[src/rtl/config_regmap_dbuf.sv]
// Double-buffered configuration register map: shadow bank for writes, active bank for outputs, settle window after commit.
// Optional active-bank parity scrubbing is enabled by defining REGMAP_PARITY_EN.
module config_regmap_dbuf #(
    parameter int unsigned                     NUMREGS     = 32,
    parameter int unsigned                     REGWIDTH    = 8,
    parameter int unsigned                     ADDRWIDTH   = 5,
    parameter logic [NUMREGS*REGWIDTH-1:0]     DEFAULTS    = '0,
    parameter int unsigned                     LOCK_ADDR   = 31,
    parameter int unsigned                     COMMIT_HOLD = 16
) (
    input  logic                          clk,
    input  logic                          reset,
    input  logic                          wr_valid,
    output logic                          wr_ready,
    input  logic [ADDRWIDTH-1:0]          wr_addr,
    input  logic [REGWIDTH-1:0]           wr_data,
    output logic                          wr_resp,
    output logic                          wr_err,
    input  logic                          rd_valid,
    output logic                          rd_ready,
    input  logic [ADDRWIDTH-1:0]          rd_addr,
    input  logic                          rd_src,
    output logic                          rd_resp,
    output logic [REGWIDTH-1:0]           rd_data,
    output logic                          rd_err,
    input  logic                          commit,
    input  logic                          revert,
    output logic                          busy,
    output logic                          commit_done,
    output logic                          pending,
    output logic [NUMREGS*REGWIDTH-1:0]   config_bits,
    output logic                          parity_err
);

    localparam int unsigned IDX_W = (NUMREGS > 1) ? $clog2(NUMREGS) : 1;
    localparam int unsigned CNT_W = (COMMIT_HOLD > 1) ? $clog2(COMMIT_HOLD) : 1;

    typedef enum logic {S_IDLE, S_SETTLE} state_t;

    state_t               r_state;
    state_t               w_state_nxt;
    logic [CNT_W-1:0]     r_cnt;
    logic [REGWIDTH-1:0]  r_shadow [NUMREGS];
    logic [REGWIDTH-1:0]  r_active [NUMREGS];

    logic             w_idle;
    logic             w_commit;
    logic             w_revert;
    logic             w_wr_acc;
    logic             w_rd_acc;
    logic             w_wr_oob;
    logic             w_wr_err;
    logic             w_rd_oob;
    logic [IDX_W-1:0] w_wr_idx;
    logic [IDX_W-1:0] w_rd_idx;

    assign w_idle   = (r_state == S_IDLE);
    assign w_commit = w_idle & commit;
    assign w_revert = w_idle & ~commit & revert;
    assign w_wr_acc = wr_valid & wr_ready;
    assign w_rd_acc = rd_valid & rd_ready;
    assign w_wr_oob = 32'(wr_addr) >= NUMREGS;
    assign w_rd_oob = 32'(rd_addr) >= NUMREGS;
    assign w_wr_idx = IDX_W'(wr_addr);
    assign w_rd_idx = IDX_W'(rd_addr);
    // A committed lock bit rejects everything except the lock register itself.
    assign w_wr_err = w_wr_oob | (r_active[IDX_W'(LOCK_ADDR)][0] & (32'(wr_addr) != LOCK_ADDR));

    always_ff @(posedge clk or posedge reset) begin
        if (reset) r_state <= S_IDLE;
        else       r_state <= w_state_nxt;
    end

    always_comb begin
        w_state_nxt = r_state;
        case (r_state)
            S_IDLE:   if (commit && (COMMIT_HOLD != 0)) w_state_nxt = S_SETTLE;
            S_SETTLE: if (r_cnt == '0) w_state_nxt = S_IDLE;
            default:  w_state_nxt = S_IDLE;
        endcase
    end

    always_comb begin
        wr_ready = 1'b0;
        rd_ready = 1'b0;
        busy     = 1'b0;
        case (r_state)
            S_IDLE: begin
                wr_ready = ~commit & ~revert;
                rd_ready = ~commit & ~revert & ~wr_valid;
            end
            S_SETTLE: busy = 1'b1;
            default: ;
        endcase
    end

    // Settle counter and end-of-window pulse.
    always_ff @(posedge clk or posedge reset) begin
        if (reset) begin
            r_cnt       <= '0;
            commit_done <= 1'b0;
        end else begin
            commit_done <= (w_commit && (COMMIT_HOLD == 0)) || ((r_state == S_SETTLE) && (r_cnt == '0));
            if (w_commit)                                r_cnt <= CNT_W'(COMMIT_HOLD - 1);
            else if (r_state == S_SETTLE && r_cnt != '0) r_cnt <= r_cnt - CNT_W'(1);
        end
    end

`ifdef REGMAP_PARITY_EN
    logic             r_par [NUMREGS];
    logic [IDX_W-1:0] r_scrub;
    logic             w_scrub_fix;

    assign w_scrub_fix = (^r_active[r_scrub]) != r_par[r_scrub];

    always_ff @(posedge clk or posedge reset) begin
        if (reset) begin
            for (int unsigned i = 0; i < NUMREGS; i++) r_par[i] <= ^DEFAULTS[i*REGWIDTH +: REGWIDTH];
            r_scrub    <= '0;
            parity_err <= 1'b0;
        end else begin
            r_scrub <= (r_scrub == IDX_W'(NUMREGS - 1)) ? '0 : r_scrub + IDX_W'(1);
            if (w_commit) begin
                for (int unsigned i = 0; i < NUMREGS; i++) r_par[i] <= ^r_shadow[i];
                parity_err <= 1'b0;
            end else if (w_scrub_fix) begin
                r_par[r_scrub] <= ^DEFAULTS[32'(r_scrub)*REGWIDTH +: REGWIDTH];
                parity_err     <= 1'b1;
            end
        end
    end
`else
    assign parity_err = 1'b0;
`endif

    // Banks: commit overrides a scrub restore on the same edge.
    always_ff @(posedge clk or posedge reset) begin
        if (reset) begin
            for (int unsigned i = 0; i < NUMREGS; i++) begin
                r_shadow[i] <= DEFAULTS[i*REGWIDTH +: REGWIDTH];
                r_active[i] <= DEFAULTS[i*REGWIDTH +: REGWIDTH];
            end
        end else begin
            if (w_commit) begin
                for (int unsigned i = 0; i < NUMREGS; i++) r_active[i] <= r_shadow[i];
            end
`ifdef REGMAP_PARITY_EN
            else if (w_scrub_fix) begin
                r_active[r_scrub] <= DEFAULTS[32'(r_scrub)*REGWIDTH +: REGWIDTH];
            end
`endif
            if (w_revert) begin
                for (int unsigned i = 0; i < NUMREGS; i++) r_shadow[i] <= r_active[i];
            end else if (w_wr_acc && !w_wr_err) begin
                r_shadow[w_wr_idx] <= wr_data;
            end
        end
    end

    // Responses and the pending flag.
    always_ff @(posedge clk or posedge reset) begin
        if (reset) begin
            wr_resp <= 1'b0;
            wr_err  <= 1'b0;
            rd_resp <= 1'b0;
            rd_err  <= 1'b0;
            rd_data <= '0;
            pending <= 1'b0;
        end else begin
            wr_resp <= w_wr_acc;
            wr_err  <= w_wr_acc & w_wr_err;
            rd_resp <= w_rd_acc;
            rd_err  <= w_rd_acc & w_rd_oob;
            if (w_rd_acc) begin
                if (w_rd_oob)    rd_data <= '0;
                else if (rd_src) rd_data <= r_active[w_rd_idx];
                else             rd_data <= r_shadow[w_rd_idx];
            end
            if (w_commit || w_revert)        pending <= 1'b0;
            else if (w_wr_acc && !w_wr_err)  pending <= 1'b1;
        end
    end

    for (genvar g = 0; g < NUMREGS; g++) begin : g_cfg
        assign config_bits[g*REGWIDTH +: REGWIDTH] = r_active[g];
    end

endmodule

[config.mk]
export PLATFORM = sky130hd
export DESIGN_NAME = config_regmap_dbuf
export DESIGN_NICKNAME = d
export VERILOG_FILES = /design/src/rtl/config_regmap_dbuf.sv
export SDC_FILE = /design/constraint.sdc
export NUM_CORES = 2
export LEC_CHECK = 0
export BUFFER_PORTS_ARGS = -buffer_cell sky130_fd_sc_hd__buf_2
export CAP_MARGIN = 20
export CORE_UTILIZATION = 59
export DETAILED_ROUTE_END_ITERATION = 8
export PLACE_DENSITY = 0.87
export SYNTH_ARGS = -nofsm -noshare
export SYNTH_HDL_FRONTEND = slang
export SYNTH_SLANG_ARGS = --single-unit
[constraint.sdc]
create_clock -name clk -period 22 [get_ports clk]
set_input_delay 1.1 -clock clk [delete_from_list [all_inputs] [get_ports clk]]
set_output_delay 1.1 -clock clk [all_outputs]
set_load 0.03 [all_outputs]
==> metrics.txt <==
status finished clean; reg-to-reg slack, setup around 18 ns; Crit Path Class input port to flip-flop; Internal about 0.0017 W; CTS Sinks between 500 and 600; Post-Route WL 80.5 mm; DRC Markers 0; Comb pwr share 15.1%; Final Worst Setup Slack ~17 ns; Starting DRT DRC Count roughly 2,800; crit path time final 4.58 ns; global placement routability congestion 0.932; clock power share 38.5%; compound-cell area share of the yosys netlist 9.52%; GRT Total Usage between 30 and 40%; worst rel slew slack roughly 29%; Syn-to-layout area delta 13.7%; Worst IR Drop VDD roughly 69 µV; worst hold path class flip-flop to flip-flop; r2r startpoint r_state$_DFF_PP0_; vias in the first global route between 15,000 and 20,000; largest net degree at the start of global routing ~190; first-pass GRT wire length about 120 mm; Worst setup EP type flip-flop; Post-Place Cell Area ~28,000 µm²; via count 20,027; Req. time, crit path between 20 and 25 ns; final net count roughly 2,300; initial antenna violation count 5; Simple-Gate Fraction of Synth Area 7.41%; yosys warns 0; DR pass1 iterations 6; fin. max-slew vios 0; Buf/Inv on CP 4; CTS root buffer clkbuf_16; post-route design area ~30,000 µm²; top-area cell type share of the netlist area 51.1%; Hold Buf Count CTS 0; Setup Fix Bufs, Post-CTS 0; share of power burned in registers between 40% and 50%; total power about 0.0024 W; FF-to-FF End r_shadow[60]$_DFFE_PP0P_; cell at the slowest stage of the critical path buf_4; largest family of logic cells by synthesized area multiplexers; most frequent cell after synthesis dfrtp_1; total grt overflow 0; core area around 43,000 µm²; CTS resizes 0; RSZ-0062 raised after global routing no; fraction of registers with async set or reset after synthesis 100%; XOR/XNOR Fraction of Synth Area 0%; Final setup viols 0; DR vias/cell roughly 7; Core Rows 76; Worst Hold End r_shadow[202]$_DFFE_PP0P_; Adder-Cell Fraction of Synth Area 0.0964%; clock buffer depth 3; R2R depth 6; CP Max Fanout around 110; initial core utilization roughly three fifths; switching portion of total power 28.8%; critical path's most frequent cell buf_4; final design utilization between 60% and 70%; transition time of the tightest slew-check pin ~1.1 ns; Yosys cell types roughly 50; Max Freq around 220 MHz; MaxCap Viol Count 0; dominant cell type by area after synthesis dfrtp_1; register area share after synthesis approximately half; Syn Inst Count roughly 2,100; Placement Setup Slack 16.93 ns; layout cells sized above 1 approximately a third; Clock Pin Slew Worst Setup and Hold Paths 0.06 ns; startpoint types input port; CTS tree yes; Sw Pwr 0.000684 W; EDFF count, synth 0; Final Skew between 0.02 and 0.03 ns; final setup TNS 0 ns; commonest cells in the netlist dfrtp_1 (530), mux2_2 (256), nand2_1 (254); top_reg_cell synth dfrtp_1; hold_sp r_shadow[202]$_DFFE_PP0P_; post-detail-place hpwl 52.3 mm; PD cells about 80 nW/µm²; Inserted Clock Buffers 54; Mapped Area between 20,000 and 30,000 µm²; flops & latches, synth 530; # IOs about 300; Crit path max-delay family buffers and inverters; CP arrival around 5.0 ns; H-tree depth 2; Critical Path Max Stage Delay about 0.86 ns; # port buffers 296; cells along the critical path buf_2 -> nor2_1 -> and2_4 -> buf_4 -> buf_4 -> buf_4 -> o21ai_0; Final Cycle Share a little over a fifth; routed length per placed instance 27.4 µm; Synth area leaders dfrtp_1 (51%), mux2_2 (11%), mux2i_1 (9.7%), mux4_2 (8.3%), nand2_1 (3.7%); Fillers 2,998; die width approximately 210 µm; Mean Syn Cell Area roughly 12 µm²; Leakage approximately 15 nW; mux cell area share after synthesis 29.2%; worst hold path depth 1; Die ar. ~45,000 µm²; Clk Latency, worst-skew pair slightly above 0.6 ns; final number of hold-violating endpoints 0; Detail Route Antenna Nets 0; Die Height approximately 210 µm
layer usage:
layer / vias to the layer above / track usage (%) / share of wire, %
met2: 1366 / 54.5 / 46
met4: 2 / 18.7 / 5.3
met5: - / 0 / 0.016
met1: 10177 / 48.4 / 37
met3: 277 / 9.58 / 12
li1: 8205 / - / -
flip-flops by register name, summed over array words and instances, names as in the netlist:
register / flops
pending: 1
commit_done: 1
rd_data: 8
config_bits: 256
r_shadow: 256
rd_resp: 1
r_cnt: 4
wr_resp: 1
wr_err: 1
r_state: 1
through the flow:
step                      instances  hold WS, ns
after floorplan                2109        0.462
after global placement         2841        0.472
after detailed placement       2842        0.491
after CTS                      2936        0.504
after global routing           2940        0.526
final                          2943        0.502
area by class of cell:
type                            instances  area [µm²]  area share, %
Sequential cell                       530       13300           44.9
Multi-Input combinational cell       1404       12000           40.7
Timing Repair Buffer                  318        1710           5.81
Clock buffer                           87        1680           5.69
Tap cell                              585         732           2.48
Clock inverter                          7        65.1          0.220
Inverter                                7        33.8          0.114
Antenna cell                            5        12.5         0.0424
layout by cell type (no fill, tap or decap), types with 3 or more instances in the layout:
cell       netlist  layout
a22oi_1        105     105
inv_1            6       5
a22o_1          28      28
nor2_1          28      28
nor3_1           4       4
a21o_1          28      28
nor2b_1          7       6
o22ai_1         16      16
or2_2            3       3
nand3_1         71      71
mux2i_1        252     252
nand2_1        254     253
diode_2          0       5
nor4_1           9       9
buf_4            2      19
clkbuf_16        0      57
mux2_2         256     256
a21oi_1          4       4
a41oi_1          8       8
nor2_2           8       8
mux4_2          96      96
dfrtp_1        530     530
buf_2           27     294
and3_1           6       6
nand2b_1         4       3
clkbuf_8         0      15
nor4_4           4       4
clkinv_2         0       4
nor2_8           3       3
a31oi_1          7       7
a221o_1          8       8
o21ai_0        147     147
o21ai_1         28      28
clkbuf_1       117      16
worst max path at each step:
stage	cells after the start	to	slack, ns	startpoint
6_report	7	r_shadow[60]$_DFFE_PP0P_	17.42	commit
5_1_grt	7	r_shadow[146]$_DFFE_PP0P_	17.19	commit
4_1_cts	7	r_shadow[146]$_DFFE_PP0P_	17.59	commit
3_5_place_dp	7	r_shadow[146]$_DFFE_PP0P_	16.93	commit
3_3_place_gp	8	r_shadow[179]$_DFFE_PP0P_	17.09	commit
2_1_floorplan	1	commit_done$_DFF_PP0_	6.09	reset
power groups by stage:
| stage | clock network, W | registers (W) | logic [W] |
|---|---|---|---|
| after detailed placement | 0 | 0.00111 | 0.000353 |
| after global placement | 0 | 0.00111 | 0.000343 |
| final | 0.000914 | 0.00110 | 0.000359 |
| after CTS | 0.000917 | 0.00110 | 0.000355 |
| after global routing | 0.000953 | 0.00111 | 0.000378 |
| after floorplan | 0 | 0.00116 | 0.000194 |
logic make-up (layout without fill, tap and decap cells):
group | after synthesis | in the layout
buffers and inverters | 175 | 419
flip-flops | 530 | 530
other | 1 | 7
AO/OA/AOI/OAI | 382 | 382
multiplexers | 604 | 604
AND/OR/NAND/NOR | 414 | 414
adder cells (fa/ha/maj) | 2 | 2
No activity file was read; power rests on OpenSTA's default activity.
